--- src/rtl/ex_stage_buf_pkg.sv ---
// Shared definitions for the execute-to-memory hand-off: exception codes,
// side-effect bundle field offsets and the buffer occupancy encoding.
// Used by ex_stage_buf, exc_prio_sel, the decoder and the MEM stage.
package ex_stage_buf_pkg;

  // Exception codes; code 0 means the beat carries no exception.
  localparam int unsigned EXP_NO_EXP   = 0;
  localparam int unsigned EXP_EXT_INT  = 1;
  localparam int unsigned EXP_OVERFLOW = 2;

  // Side-effect bundle layout as packed by the decoder.
  // An all-zero bundle means the beat has no architectural effect.
  localparam int unsigned CTRL_DST_LSB    = 0;
  localparam int unsigned CTRL_DST_W      = 5;
  localparam int unsigned CTRL_GPR_WE_BIT = 5;
  localparam int unsigned CTRL_CTRL_OP_BIT = 6;
  localparam int unsigned CTRL_MEM_OP_BIT = 7;

  // Skid buffer occupancy.
  typedef enum logic [1:0] {
    CNT_EMPTY = 2'd0,
    CNT_ONE   = 2'd1,
    CNT_FULL  = 2'd2
  } buf_cnt_e;

  // Saturating increment for 32-bit event counters.
  function automatic logic [31:0] sat_inc32(input logic [31:0] val);
    return (val == 32'hFFFF_FFFF) ? val : val + 32'd1;
  endfunction

endpackage

--- src/rtl/ex_stage_buf_exc_prio_sel.sv ---
// Combinational exception priority encoder: request index 0 is the most
// urgent. Returns whether any request is pending and the code of the
// winning request. Shared with the MEM stage.
module exc_prio_sel
  import ex_stage_buf_pkg::*;
#(
  parameter int unsigned NUM_EXC = 2,
  parameter int unsigned EXP_W   = 3
) (
  input  logic [NUM_EXC-1:0]       req,
  input  logic [NUM_EXC*EXP_W-1:0] code_in,
  output logic                     hit,
  output logic [EXP_W-1:0]         code_out
);

  // Scan from the lowest priority upward so the lowest set index wins.
  always_comb begin
    hit      = 1'b0;
    code_out = '0;
    for (int i = NUM_EXC - 1; i >= 0; i--) begin
      if (req[i]) begin
        hit      = 1'b1;
        code_out = code_in[i*EXP_W +: EXP_W];
      end
    end
  end

endmodule

--- src/rtl/ex_stage_buf.sv ---
// Elastic EX/MEM pipeline register with a 2-entry skid buffer.
// in_ready is a flop, so there is no combinational path out_ready->in_ready.
// Exceptions sampled with a beat replace its exception code and zero its
// side effects at capture time. Flush discards everything.
// Optional build macro EX_STAGE_BUF_PERF_EN adds saturating stall and
// squash event counters.
module ex_stage_buf
  import ex_stage_buf_pkg::*;
#(
  parameter int unsigned ADDR_W  = 30,
  parameter int unsigned DATA_W  = 32,
  parameter int unsigned CTRL_W  = 8,
  parameter int unsigned EXP_W   = 3,
  parameter int unsigned NUM_EXC = 2
) (
  input  logic                     clk,
  input  logic                     reset,
  input  logic                     flush,
  input  logic                     in_valid,
  output logic                     in_ready,
  input  logic [ADDR_W-1:0]        in_pc,
  input  logic                     in_br_flag,
  input  logic [CTRL_W-1:0]        in_ctrl,
  input  logic [DATA_W-1:0]        in_wr_data,
  input  logic [DATA_W-1:0]        in_alu_out,
  input  logic [EXP_W-1:0]         in_exp_code,
  input  logic [NUM_EXC-1:0]       exc_req,
  input  logic [NUM_EXC*EXP_W-1:0] exc_code,
  output logic                     out_valid,
  input  logic                     out_ready,
  output logic [ADDR_W-1:0]        out_pc,
  output logic                     out_br_flag,
  output logic [CTRL_W-1:0]        out_ctrl,
  output logic [DATA_W-1:0]        out_wr_data,
  output logic [DATA_W-1:0]        out_alu_out,
  output logic [EXP_W-1:0]         out_exp_code
`ifdef EX_STAGE_BUF_PERF_EN
  ,
  output logic [31:0]              perf_stall_cnt,
  output logic [31:0]              perf_squash_cnt
`endif
);

  // Payload layout: {pc, br_flag, ctrl, wr_data, alu_out, exp_code}
  localparam int unsigned PAY_W = ADDR_W + 1 + CTRL_W + 2 * DATA_W + EXP_W;

  logic [PAY_W-1:0] main_q, main_d;
  logic [PAY_W-1:0] skid_q, skid_d;
  logic [PAY_W-1:0] cap_pay;
  buf_cnt_e         count_q, count_d;
  logic             in_ready_q, in_ready_d;

  logic             exc_hit;
  logic [EXP_W-1:0] exc_sel;
  logic             accept;
  logic             emit;

  exc_prio_sel #(
    .NUM_EXC (NUM_EXC),
    .EXP_W   (EXP_W)
  ) u_exc_prio_sel (
    .req      (exc_req),
    .code_in  (exc_code),
    .hit      (exc_hit),
    .code_out (exc_sel)
  );

  assign accept = in_valid & in_ready_q;
  assign emit   = out_valid & out_ready;

  // Build the stored form of the incoming beat; a pending exception keeps
  // pc/br_flag for the handler but strips every side effect.
  always_comb begin
    if (exc_hit) begin
      cap_pay = {in_pc, in_br_flag, {CTRL_W{1'b0}}, {DATA_W{1'b0}},
                 {DATA_W{1'b0}}, exc_sel};
    end else begin
      cap_pay = {in_pc, in_br_flag, in_ctrl, in_wr_data, in_alu_out,
                 in_exp_code};
    end
  end

  // Occupancy and entry movement; flush overrides accept and emit.
  always_comb begin
    count_d = count_q;
    main_d  = main_q;
    skid_d  = skid_q;
    if (flush) begin
      count_d = CNT_EMPTY;
      main_d  = '0;
      skid_d  = '0;
    end else begin
      case (count_q)
        CNT_EMPTY: begin
          if (accept) begin
            main_d  = cap_pay;
            count_d = CNT_ONE;
          end
        end
        CNT_ONE: begin
          if (accept && emit) begin
            main_d = cap_pay;
          end else if (accept) begin
            skid_d  = cap_pay;
            count_d = CNT_FULL;
          end else if (emit) begin
            count_d = CNT_EMPTY;
          end
        end
        CNT_FULL: begin
          // in_ready is low here, so only an emit can happen
          if (emit) begin
            main_d  = skid_q;
            count_d = CNT_ONE;
          end
        end
        default: count_d = CNT_EMPTY;
      endcase
    end
    in_ready_d = (count_d != CNT_FULL);
  end

  // Buffer state registers.
  always_ff @(posedge clk) begin
    if (reset) begin
      count_q    <= CNT_EMPTY;
      in_ready_q <= 1'b1;
      main_q     <= '0;
      skid_q     <= '0;
    end else begin
      count_q    <= count_d;
      in_ready_q <= in_ready_d;
      main_q     <= main_d;
      skid_q     <= skid_d;
    end
  end

  assign in_ready  = in_ready_q;
  assign out_valid = (count_q != CNT_EMPTY);
  assign {out_pc, out_br_flag, out_ctrl, out_wr_data, out_alu_out,
          out_exp_code} = main_q;

`ifdef EX_STAGE_BUF_PERF_EN
  logic [31:0] stall_cnt_q, stall_cnt_d;
  logic [31:0] squash_cnt_q, squash_cnt_d;

  // Event counters saturate and are deliberately not cleared by flush.
  always_comb begin
    stall_cnt_d  = stall_cnt_q;
    squash_cnt_d = squash_cnt_q;
    if (out_valid && !out_ready) begin
      stall_cnt_d = sat_inc32(stall_cnt_q);
    end
    if (accept && !flush && exc_hit) begin
      squash_cnt_d = sat_inc32(squash_cnt_q);
    end
  end

  // Event counter registers.
  always_ff @(posedge clk) begin
    if (reset) begin
      stall_cnt_q  <= '0;
      squash_cnt_q <= '0;
    end else begin
      stall_cnt_q  <= stall_cnt_d;
      squash_cnt_q <= squash_cnt_d;
    end
  end

  assign perf_stall_cnt  = stall_cnt_q;
  assign perf_squash_cnt = squash_cnt_q;
`else
  // No event counters in this build.
`endif

endmodule

--- config.mk ---
export PLATFORM = sky130hd
export DESIGN_NAME = ex_stage_buf
export DESIGN_NICKNAME = d
export VERILOG_FILES = /design/src/rtl/ex_stage_buf_pkg.sv /design/src/rtl/ex_stage_buf_exc_prio_sel.sv /design/src/rtl/ex_stage_buf.sv
export SDC_FILE = /design/constraint.sdc
export NUM_CORES = 1
export LEC_CHECK = 0
export BUFFER_PORTS_ARGS = -buffer_cell sky130_fd_sc_hd__buf_4
export CORE_ASPECT_RATIO = 0.9
export CORE_UTILIZATION = 25
export CTS_CLUSTER_SIZE = 14
export DETAILED_ROUTE_END_ITERATION = 8
export GPL_TIMING_DRIVEN = 0
export SLEW_MARGIN = 5
export SYNTH_ARGS = -nofsm -noshare
export SYNTH_HDL_FRONTEND = slang
export SYNTH_HIERARCHICAL = 1
export SYNTH_SLANG_ARGS = --single-unit
--- constraint.sdc ---
create_clock -name clk -period 1.52 [get_ports clk]
set_input_delay 0.304 -clock clk [delete_from_list [all_inputs] [get_ports clk]]
set_output_delay 0.304 -clock clk [all_outputs]
set_load 0.01 [all_outputs]
==> reports/summary.txt, run 1 <==
PnR worst setup slack - -0.1192 ns
Routed WL - 31540 microns
Setup crit end - skid_q[69]
post-synthesis register bit count - 215
RSZ-0062 raised after global routing - yes
cell family with most CP delay - simple AND/OR/NAND/NOR gates
CTS tree - yes
antenna violations before repair - 1
Final Total Pwr - 0.01484 W
H-Tree Depth - 1
Pre-antenna DRT Iters - 7
clk slew on worst S/H paths - 0.06 ns
share of cells above drive strength 1 - 0.3879
Avg Cell Area, Syn - 8.610 sq um
Core Footprint - 35300 sq um
slowest CP cell - or4b_4
largest net degree at the start of global routing - 14
status - finished, violations left
chip height - 182.2 microns
reg2reg setup slack - -0.12 ns
worst vdd ir - 0.0006372 V
Startpoint Class - register
crit-path cells - or4b_4 -> buf_8 -> buf_12 -> clkbuf_16 -> nand2_2 -> a21oi_1
starting density of the core - 0.2554
WL per Instance - 17.15 microns
Inst Count DP - 1742
number of port buffers - 226
Post-DP Area - 11310 sq um
total number of vias - 8403
Cell Rows - 65
vias in the first global route - 7997
CTS buffer count - 26
failing checks - negative setup slack
CP startpoint - count_q[1]
yosys synthesis warning count - 6
Hold Path Origin - in_pc[24]
CP Capture Type - register
GP Congestion - 0.7419
number of buffers on the longest clock path - 3
CTS root buf - clkbuf_16
Final period util - 1.078
post-synth cell types - 27
PwrDens - 1044 nW/um^2
Setup-failing EPs final - 128
Layout area overhead - 57.68%
max-cap viol count - 0
synthesized net count - 1166
sum of buffers and inverters on the critical path - 3
crit-path max FO - 7
Hold Vio Cnt, Final - 0
max incr delay on CP - 0.54 ns
Worst R2R Path Depth - 6
hold slack - 0.02646 ns
post-route cell area - 14210 sq um
Final Skew - 0.01530 ns
most common cell after layout, fill and taps aside - buf_4
IO Count - 227
max frequency - 610.1 MHz
Hold WC Path Type - in -> reg
# fillers - 3563
first-pass GRT wire length - 44790 microns
Worst-Margin Slew - 0.7200 ns
Mapped Area - 9015 sq um
Slew Limit Fails - 0
DP HPWL - 20870 microns
most frequent cells in the layout - buf_4, dfxtp_1, nand2_1
Num Clock Sinks - 215
Routed Antenna Nets - 0
DRC Markers - 0
die area - 36820 sq um
vias per cell - 4.569
Seq/Total Area, Yosys - 0.4774
Clock Latency Late Sink - 0.55 ns
die width - 202.2 microns
WP depth - 6
total gr overflow - 0
fin nets - 1468
Leak - 5.931 nW
Crit Path Class - reg -> reg
overall routing resource usage - 0.1542
required time of the critical path - 1.92 ns
final std cells w/o fill - 1839
Mapped Cells - 1047
Max transition margin - 0.5200
Data arrival, critical path - 2.04 ns
DR iter-0 viols - 332
r2r startpoint - count_q[1]
capturing point of the worst reg2reg path - skid_q[69]
Final min period - 1.639 ns
==> worst min-delay path, stage by stage <==
cell,delay (ns)
buf_4,0.11
nand2_1,0.05
a21oi_1,0.05
==> synthesized netlist by cell type, drive strengths merged <==
library cell    n  area (sq um)
a211o           1         8.760
a211oi        107         803.3
a21o            1         7.510
a21oi         106         530.5
a31oi           1         6.260
and3            1         6.260
buf            49         321.6
clkbuf         43         161.4
dfxtp         215          4304
mux2i         106          1061
nand2         220         825.8
nand2b          1         6.260
nand3           2         10.01
nand3b          2         15.01
nand4b          1         8.760
nand4bb         1         11.26
nor2          107         401.6
nor2b          72         450.4
nor4b           1         8.760
o211ai          3         22.52
o21ai           3         15.01
or2             3         18.77
or4b            1         10.01
==> sequential cells by signal (all words and copies together), names as in the netlist <==
signal / flops
count_q: 2
in_ready: 1
main_q: 106
skid_q: 106
==> metrics by stage <==
| step | util | TNS, ns | setup WS [ns] |
|---|---|---|---|
| final | 0.4027 | -9.434 | -0.1192 |
| after detailed placement | 0.3203 | -149.45 | -1.160 |
| after global routing | 0.4027 | -20.15 | -0.2082 |
| after global placement | 0.3203 | -144.56 | -1.187 |
| after CTS | 0.3642 | -14.04 | -0.1413 |
| after floorplan | - | 0 | 0.01136 |
==> worst min path at each step <==
stage / slack (ns) / to / depth (start not counted)
5_1_grt: 0.01 / skid_q[100] / 3
3_5_place_dp: 0.45 / skid_q[100] / 2
2_1_floorplan: 0.38 / count_q[1] / 1
6_report: 0.03 / skid_q[100] / 3
4_1_cts: 0.001 / skid_q[96] / 3
3_3_place_gp: 0.44 / skid_q[13] / 2
==> timing repair <==
item                                    in CTS  in global routing
hold buffers                                18                  0
resized for setup                          105                247
endpoints found under the hold margin       17                  0
endpoints found under the setup margin     214                213
pin swaps                                   20                 77
cloned                                       1                 15
setup buffers                               10                  8
==> kinds of logic (layout without fill, tap and decap cells) <==
group                  Yosys count  in the layout  synth area share
AND/OR/NAND/NOR                412            412            0.1967
AO/OA/AOI/OAI                  222            222            0.1546
flip-flops                     215            215            0.4774
multiplexers                   106            106            0.1177
buffers and inverters           92            414           0.05357
other                            0              1                 0
==> power by group <==
group          switching (W)  internal, W
logic                0.00104      0.00102
registers           0.000101      0.00578
clock network        0.00254      0.00436
total                0.00368       0.0112
==> layout make-up <==
class | count | area (sq um) | area share
Antenna cell | 1 | 2.502 | 0.0001760
Multi-Input combinational cell | 740 | 5067 | 0.3565
Tap cell | 469 | 586.8 | 0.04128
Clock buffer | 35 | 757.0 | 0.05325
Clock inverter | 13 | 206.4 | 0.01452
Buffer | 88 | 848.3 | 0.05968
Sequential cell | 215 | 4315 | 0.3036
Timing Repair Buffer | 278 | 2431 | 0.1710
==> routing by layer <==
| metal | track usage | share of wire | up-vias |
|---|---|---|---|
| li1 | - | - | 4175 |
| met2 | 0.2532 | 0.47 | 186 |
| met4 | 0.04301 | 0.028 | 0 |
| met3 | 0.03125 | 0.048 | 42 |
| met1 | 0.2043 | 0.45 | 4000 |
| met5 | 0 | 0 | - |
Power figures use the tool's default switching activity.
==> run 2: changes to the inputs <==
--- a/config.mk
+++ b/config.mk
@@ -11,6 +11,7 @@
 export CTS_CLUSTER_SIZE = 14
 export DETAILED_ROUTE_END_ITERATION = 8
 export GPL_TIMING_DRIVEN = 0
+export PLACE_DENSITY_LB_ADDON = 0.1
 export SLEW_MARGIN = 5
 export SYNTH_ARGS = -nofsm -noshare
 export SYNTH_HDL_FRONTEND = slang
==> reports/summary.txt, run 2 (synthesis results as in run 1) <==
IO Count - 227 (unchanged)
die area - 36820 sq um (unchanged)
Inst Count DP - 1742 (unchanged)
max-cap viol count - 0 (unchanged)
PwrDens - 1036 nW/um^2 (was 1044 nW/um^2)
die width - 202.2 microns (unchanged)
most common cell after layout, fill and taps aside - buf_4 (unchanged)
status - finished, violations left (unchanged)
total number of vias - 8167 (was 8403)
DRC Markers - 0 (unchanged)
largest net degree at the start of global routing - 13 (was 14)
slowest CP cell - or4b_4 (unchanged)
number of port buffers - 226 (unchanged)
Max transition margin - 0.5392 (was 0.5200)
DP HPWL - 21260 microns (was 20870 microns)
required time of the critical path - 1.92 ns (about the same)
Top cell by count, worst path - clkbuf_16
Cell Rows - 65 (unchanged)
Register Area - 4315 sq um (unchanged)
Hold Vio Cnt, Final - 0 (unchanged)
Slew Limit Fails - 0 (unchanged)
overall routing resource usage - 0.1626 (was 0.1542)
PnR worst setup slack - -0.1333 ns (was -0.1192 ns)
chip height - 182.2 microns (unchanged)
reg2reg setup slack - -0.13 ns (was -0.12 ns)
Crit Path Class - reg -> reg (unchanged)
CTS root buf - clkbuf_16 (unchanged)
Setup crit end - skid_q[66] (was skid_q[69])
antenna violations before repair - 1 (unchanged)
CP startpoint - count_q[1] (unchanged)
GP Congestion - 0.7306 (was 0.7419)
Final Skew - 0.02556 ns (was 0.01530 ns)
footprint of the multi-input gates - 4896 sq um (was 5067 sq um)
Largest regs - main_q: 106 flops, skid_q: 106 flops, count_q: 2 flops (unchanged)
failing checks - negative setup slack (unchanged)
final std cells w/o fill - 1827 (was 1839)
# fillers - 3626 (was 3563)
crit-path cells - or4b_4 -> buf_8 -> clkbuf_16 -> clkbuf_16 -> nand2_1 -> a21oi_1 (was or4b_4 -> buf_8 -> buf_12 -> clkbuf_16 -> nand2_2 -> a21oi_1)
Hold WC Path Type - in -> reg (unchanged)
Core Footprint - 35300 sq um (unchanged)
fin nets - 1456 (was 1468)
Worst R2R Path Depth - 6 (unchanged)
total gr overflow - 0 (unchanged)
capturing point of the worst reg2reg path - skid_q[66] (was skid_q[69])
Final Core Density - 0.3959 (was 0.4027)
max incr delay on CP - 0.54 ns (about the same)
max frequency - 604.9 MHz (was 610.1 MHz)
share of cells above drive strength 1 - 0.3795 (was 0.3879)
number of buffers on the longest clock path - 3 (unchanged)
CP Capture Type - register (unchanged)
Final min period - 1.653 ns (was 1.639 ns)
vias in the first global route - 7836 (was 7997)
CTS tree - yes (unchanged)
first-pass GRT wire length - 46930 microns (was 44790 microns)
DR iter-0 viols - 295 (was 332)
Final period util - 1.088 (was 1.078)
clk slew on worst S/H paths - 0.06 ns (about the same)
Leak - 5.939 nW (was 5.931 nW)
worst vdd ir - 0.0006328 V (was 0.0006372 V)
Layout area overhead - 55.00% (was 57.68%)
Worst-Margin Slew - 0.6912 ns (was 0.7200 ns)
Setup TNS - -10.93 ns (was -9.434 ns)
Data arrival, critical path - 2.05 ns (was 2.04 ns)
starting density of the core - 0.2554 (unchanged)
H-Tree Depth - 1 (unchanged)
CTS buffer count - 27 (was 26)
Routed Antenna Nets - 0 (unchanged)
vias per cell - 4.470 (was 4.569)
most frequent cells in the layout - buf_4, dfxtp_1, nand2_1 (unchanged)
r2r startpoint - count_q[1] (unchanged)
Setup-failing EPs final - 149 (was 128)
Num Clock Sinks - 215 (unchanged)
Startpoint Class - register (unchanged)
Pre-antenna DRT Iters - 4 (was 7)
RSZ-0062 raised after global routing - yes (unchanged)
WL per Instance - 17.68 microns (was 17.15 microns)
Routed WL - 32290 microns (was 31540 microns)
Clock Latency Late Sink - 0.54 ns (was 0.55 ns)
crit-path max FO - 7 (unchanged)
-- run 2: cell count changes in the layout (fill, tap and decap cells not counted), sizes merged --
cell	before	now
clkinvlp	2	1
bufinv	5	3
buf	300	298
clkinv	4	7
dlygate4sd3	18	4
clkbuf	83	88
inv	2	1
-- run 2: metal layers --
layer / vias to the layer above / track usage / wire (microns)
met1: 3814 / 0.2336 / 15870
met3: 32 / 0.02554 / 1267
met4: 0 / 0.03880 / 652
met5: - / 0 / 0
met2: 166 / 0.2528 / 14510
li1: 4155 / - / -
-- run 2: report_power, final --
group | leakage (nW) | switching [W] | internal, W
sequential | 1.75 | 0.0000940 | 0.00578
combinational | 3.74 | 0.00102 | 0.00100
clock | 0.449 | 0.00257 | 0.00401
total | 5.94 | 0.00369 | 0.0108
-- run 2: area by class of cell --
cell class	count	area share
antenna	1	0.0001791
buffer	91	0.06957
clock buffer	37	0.05462
clock inverter	12	0.01021
multi-input combinational	740	0.3504
sequential	215	0.3088
tap	469	0.04200
timing repair buffer	262	0.1642
-- run 2: worst min path at each step --
stage / start / to / slack (ns) / depth (start not counted)
6_report: in_pc[4] / skid_q[80] / 0.02 / 3
5_1_grt: in_pc[12] / skid_q[88] / 0.01 / 3
4_1_cts: in_pc[2] / skid_q[78] / 0.0003 / 3
3_5_place_dp: main_q[1] / main_q[1] / 0.45 / 2
3_3_place_gp: skid_q[68] / skid_q[68] / 0.44 / 2
2_1_floorplan: out_ready / count_q[1] / 0.38 / 1
-- run 2: worst max-delay path: cells and delay by family (launching register included) --
kind / cells / cell delay, ns
buffers and inverters: 3 / 0.49
and+or+nand+nor: 2 / 0.60
AOI/OAI and AO/OA: 1 / 0.06
DFF: 1 / 0.36
-- run 2: stage by stage --
| step | setup slack (ns) | hold slack, ns | cell area, sq um | power (W) |
|---|---|---|---|---|
| after floorplan | 0.01136 | 0.3825 | 9022 | 0.006712 |
| after global placement | -0.9530 | 0.4405 | 11310 | 0.007504 |
| after detailed placement | -0.9522 | 0.4453 | 11310 | 0.007503 |
| after CTS | -0.1281 | 0.0002707 | 12770 | 0.01427 |
| after global routing | -0.1805 | 0.01256 | 13970 | 0.01510 |
| final | -0.1333 | 0.02010 | 13970 | 0.01448 |
-- run 2: what timing repair did --
action                                  CTS  global route
gates cloned                              2            15
gates resized for setup                 119           218
pin swaps                                20            86
setup buffers                            10             5
endpoints found under the setup margin  214           212
hold buffers                              4             0
endpoints found under the hold margin     3             0
